$ cat src/rtl/arb4_rr.sv
// rtl/arb4_rr.sv - four-way round-robin arbiter with bounded hold time
//
// Purpose: grants one of four level-sensitive requesters at a time. The
// search order rotates from a pointer. An owner keeps the grant while it
// requests, but it is forced to rotate after HOLD_MAX consecutive cycles
// if another requester is waiting.
//
// Ports:
//   i_clk      in   1  clock, rising edge
//   i_rstn     in   1  asynchronous active-low reset
//   i_en       in   1  arbiter enable; low drops the grant
//   i_req      in   4  request per requester
//   o_gnt      out  4  one-hot grant, zero when o_gnt_vld is low
//   o_gnt_idx  out  2  current or last owner
//   o_gnt_vld  out  1  a grant is active
module arb4_rr #(
  parameter int HOLD_MAX = 8
) (
  input  logic       i_clk,
  input  logic       i_rstn,
  input  logic       i_en,
  input  logic [3:0] i_req,
  output logic [3:0] o_gnt,
  output logic [1:0] o_gnt_idx,
  output logic       o_gnt_vld
);

  localparam logic [7:0] HOLD_LIM = 8'(HOLD_MAX);

  typedef enum logic {IDLE, BUSY} state_t;

  state_t     state;
  logic [1:0] ptr;
  logic [7:0] cnt;

  logic [1:0] owner_p1;
  logic [2:0] win_ptr;   // {found, index} searched from ptr
  logic [2:0] win_nxt;   // {found, index} searched from owner+1
  logic       others;

  // The first set bit in the order base, base+1, base+2, base+3.
  // The loop runs backwards, so the earliest hit in that order is written last and wins.
  function automatic logic [2:0] pick(input logic [3:0] req, input logic [1:0] base);
    logic [1:0] cand;
    pick = 3'b000;
    for (int k = 3; k >= 0; k--) begin
      cand = base + 2'(k);
      if (req[cand]) pick = {1'b1, cand};
    end
  endfunction

  function automatic logic [3:0] dec(input logic [1:0] idx);
    dec = 4'b0001 << idx;
  endfunction

  always_comb begin
    owner_p1 = o_gnt_idx + 2'd1;
    win_ptr  = pick(i_req, ptr);
    win_nxt  = pick(i_req, owner_p1);
    // o_gnt holds the owner's one-hot while BUSY, so this masks the owner out.
    others   = |(i_req & ~o_gnt);
  end

  always_ff @(posedge i_clk or negedge i_rstn) begin
    if (!i_rstn) begin
      state     <= IDLE;
      ptr       <= 2'd0;
      cnt       <= 8'd0;
      o_gnt     <= 4'b0000;
      o_gnt_idx <= 2'd0;
      o_gnt_vld <= 1'b0;
    end else begin
      case (state)
        IDLE: begin
          if (i_en && win_ptr[2]) begin
            state     <= BUSY;
            o_gnt_idx <= win_ptr[1:0];
            o_gnt     <= dec(win_ptr[1:0]);
            o_gnt_vld <= 1'b1;
            cnt       <= 8'd1;
          end
        end
        BUSY: begin
          if (!i_en) begin
            // The pointer and the index are kept, so arbitration resumes where it stopped.
            state     <= IDLE;
            o_gnt     <= 4'b0000;
            o_gnt_vld <= 1'b0;
            cnt       <= 8'd0;
          end else if (i_req[o_gnt_idx]) begin
            if (cnt == HOLD_LIM && others) begin
              // Forced rotation. The owner is last in the new order, so it cannot win again.
              ptr       <= owner_p1;
              o_gnt_idx <= win_nxt[1:0];
              o_gnt     <= dec(win_nxt[1:0]);
              cnt       <= 8'd1;
            end else if (cnt < HOLD_LIM) begin
              cnt <= cnt + 8'd1;
            end
          end else begin
            // Release. Hand over on the same edge if anyone else is asking.
            ptr <= owner_p1;
            if (win_nxt[2]) begin
              o_gnt_idx <= win_nxt[1:0];
              o_gnt     <= dec(win_nxt[1:0]);
              cnt       <= 8'd1;
            end else begin
              state     <= IDLE;
              o_gnt     <= 4'b0000;
              o_gnt_vld <= 1'b0;
              cnt       <= 8'd0;
            end
          end
        end
        default: state <= IDLE;
      endcase
    end
  end

endmodule
$ cat config.mk
export PLATFORM = sky130hd
export DESIGN_NAME = arb4_rr
export DESIGN_NICKNAME = d
export VERILOG_FILES = /design/src/rtl/arb4_rr.sv
export SDC_FILE = /design/constraint.sdc
export NUM_CORES = 1
export LEC_CHECK = 0
export CORE_MARGIN = 4
export CORE_UTILIZATION = 45
export DETAILED_ROUTE_END_ITERATION = 10
export DONT_BUFFER_PORTS = 1
export PLACE_DENSITY = 0.63
export SYNTH_ARGS = -nofsm -noshare
export SYNTH_HDL_FRONTEND = slang
export SYNTH_SLANG_ARGS = --single-unit
export TNS_END_PERCENT = 20
$ cat constraint.sdc
create_clock -name i_clk -period 1.83 [get_ports i_clk]
set_clock_uncertainty 0.15 [all_clocks]
set_input_delay 0 -clock i_clk [delete_from_list [all_inputs] [get_ports i_clk]]
set_output_delay 0 -clock i_clk [all_outputs]
set_load 0.02 [all_outputs]
==> parameters.txt <==
Parameter                              Value

Status
  Outcome    finished with violations
  Failing checks    hold timing, setup timing

Worst setup path
  Slowest-stage cell, CP    dfrtp_1
  Worst setup path class    register to register
  Register-to-Register Path Depth    6
  Kind of start point of the critical path    register
  Register-to-Register Setup Slack    -0.13 ns
  Maximum cell stage delay along the critical path    0.43 ns
  Arrival @ worst endpoint    2.00 ns
  Crit Reg-Reg Endpoint    o_gnt[2]
  Category of the worst setup path capture point    register
  CP required    1.87 ns
  RR Startpoint    cnt[7]
  Maximum fanout encountered on the critical timing path    9
  Cells along the critical path    nor4_4 > and4b_2 > a21oi_4 > a31oi_4 > buf_12 > mux2_4

Floorplan
  Number of core rows    18
  Horizontal die dimension    60.07 µm
  Boundary Pins    14
  Die Ht    60.07 µm
  Effective utilization at floorplan    0.4836
  Placeable Area    2522 µm²
  Area of the die    3608 µm²

Global route
  Pin count of the biggest net entering global routing    19
  Global route overflow    0
  GR Util All Layers    0.1744
  Via count of the first global-routing pass    995
  Number of antenna violations at the first check in global routing    0
  Global-route wire length before repair    4678 µm

Timing
  Worst Tran Pin Value    0.7950 ns
  Part of the cycle the worst path needs    1.069
  Final Hold Vio Count    1
  Post-route worst setup slack    -0.1264 ns
  Max_slew headroom    0.4683
  Unrepaired setup endpoints after global routing    true
  Total count of max-transition violations in the final report    0
  Worst slack on hold paths    -0.09792 ns
  Fmax    511.1 MHz
  Setup tns final    -0.6005 ns
  Final critical-path required period    1.956 ns
  Final setup vio count    7

Logic synthesis
  Average cell area after synthesis    10.34 µm²
  Most frequent cell after synthesis    dfrtp_1
  Yosys top cell by area    dfrtp_1
  Number of synthesized register bits    18
  Most used flip-flop cell after synthesis    dfrtp_1
  Number of warning messages in the yosys log    0
  Commonest cells post-synth    dfrtp_1 (18), a21oi_1 (7), inv_1 (7)
  Ys async rst share    1.000
  Synthesized net count    127
  Synthesized instance count    118
  Number of synthesized flops with an enable pin    0
  Synth cell types    49
  Sequential element share of the synthesized area    0.3692
  Cells taking the most area after synthesis    dfrtp_1 (37%), mux2_4 (4.9%), mux2i_1 (4.1%), and2b_1 (3.1%), a21oi_1 (2.9%)
  Area of the mapped netlist    1220 µm²
  Proportion of netlist area held by the largest area contributor    0.3692

Min path
  Tightest Hold Check Type    input pin to register
  Endpoint with the worst hold slack    o_gnt_idx[1]
  Hold path startpoint    i_req[0]
  Hold Path Depth    3

Power
  IR drop worst, VDD    0.6710 mV
  Power per unit of standard cell area    1141 nW/µm²
  Power consumption    1.711 mW
  Total leakage power    0.7276 nW

Clock tree
  Number of buffers inserted for hold repair after clock tree synthesis    6
  Clock transition at path regs    0.11 ns
  Source-to-sink clock delay at the later pin of the worst-skew pair    0.30 ns
  CTS max path bufs    2
  Clock Sink Count    18
  CTS Root Cell    clkbuf_4
  TritonCTS Buffers    3
  Count of H-tree levels built during CTS    1
  Clock tree from TritonCTS    yes

Placement
  Placer's final routability congestion estimate    0.8033
  Count of buffers inserted at the top-level ports    0
  Hpwl dp    2040 µm

Layout
  Layout cells sized above 1    0.2979
  Layout area overhead    22.97%
  Diodes inserted    0
  Post-layout nets    151
  Register cell area after layout    451.7 µm²
  Area occupied by multi-input gates    724.4 µm²
  Number of filler instances in the final layout    221

Detailed routing
  Via count    1017
  DRC violations left    0
  DRC violation total after the first TritonRoute iteration    51
  Remaining antenna violation count after routing    0
  Via density    5.947
  Average wire length per cell after detail routing    17.00 µm
  Final wirelength    2907 µm
  First-pass DRT Iterations    4

Job
  Max-cap viol count    0
flip-flops by register name, indices dropped and copies added (netlist names):
name / cells
ptr: 2
state: 1
o_gnt: 4
o_gnt_vld: 1
o_gnt_idx: 2
cnt: 8
worst max path at each step:
stage | startpoint | endpoint | slack, ns
2_1_floorplan | o_gnt_idx[1] | o_gnt[0] | -0.12
3_3_place_gp | cnt[7] | o_gnt[1] | -0.1
3_5_place_dp | cnt[7] | o_gnt[2] | -0.16
4_1_cts | cnt[7] | o_gnt[2] | -0.17
5_1_grt | cnt[7] | o_gnt[2] | -0.17
6_report | cnt[7] | o_gnt[2] | -0.13
metrics by stage:
step / std cells / cell area [µm²] / setup WS, ns / hold WS (ns) / util
global placement: 160 / 1361 / -0.09807 / -0.4449 / 0.5397
global route: 171 / 1500 / -0.1734 / -0.08829 / 0.5947
finish: 171 / 1500 / -0.1264 / -0.09792 / 0.5947
detailed placement: 160 / 1361 / -0.1577 / -0.4450 / 0.5397
CTS: 171 / 1484 / -0.1706 / -0.09771 / 0.5883
floorplan: 118 / 1232 / -0.1249 / -0.4456 / -
logic make-up after synthesis:
group	Yosys count	synth area share
muxes	11	0.1087
DFF	18	0.3692
xor gates and xnor gates	1	0.007181
and+or+nand+nor	37	0.2021
AOI/OAI and AO/OA	34	0.2215
adders and majority gates	3	0.02871
buffers and inverters	14	0.06257
routing by layer:
metal	share of wire	up-vias	GRT usage	wire, µm
met5	0	-	0	0
met2	0.48	29	0.2886	1407
li1	-	483	-	-
met3	0.052	2	0.03240	151
met4	0.0041	0	0.05380	12
met1	0.46	503	0.2292	1335
cell type report:
type,instances,area share
multi-input cells,86,0.4829
flip-flops and latches,18,0.3011
repair buffers,25,0.1451
well taps,30,0.02502
clock buffers,4,0.02419
inverters,8,0.02168
critical path, delay by kind of cell (launching register included):
| kind | cells | cell delay (ns) |
|---|---|---|
| buffers and inverters | 1 | 0.15 |
| AO/OA/AOI/OAI | 2 | 0.25 |
| multiplexers | 1 | 0.30 |
| flip-flops | 1 | 0.43 |
| AND/OR/NAND/NOR | 2 | 0.58 |
cell usage in the layout (no fill, tap or decap), types with 5 or more instances in the layout:
cell / synthesis / final
inv_1: 7 / 7
and2b_1: 5 / 5
nand2b_1: 5 / 5
dlygate4sd3_1: 0 / 5
nand2_1: 6 / 6
mux2i_1: 5 / 5
buf_4: 1 / 18
dfrtp_1: 18 / 17
nor2_1: 6 / 6
mux2_4: 4 / 5
a21oi_1: 7 / 6
power by group:
group / total (mW) / internal (mW) / switching [mW]
Sequential: 0.574 / 0.489 / 0.0852
Clock: 0.256 / 0.121 / 0.135
Combinational: 0.881 / 0.440 / 0.440
timing repair:
action	CTS	global route
setup buffers	1	0
hold endpoints to repair	35	1
pin swaps	1	2
resized for setup	2	4
endpoints found under the setup margin	11	15
Note: power is estimated with default switching activity, not from simulation.
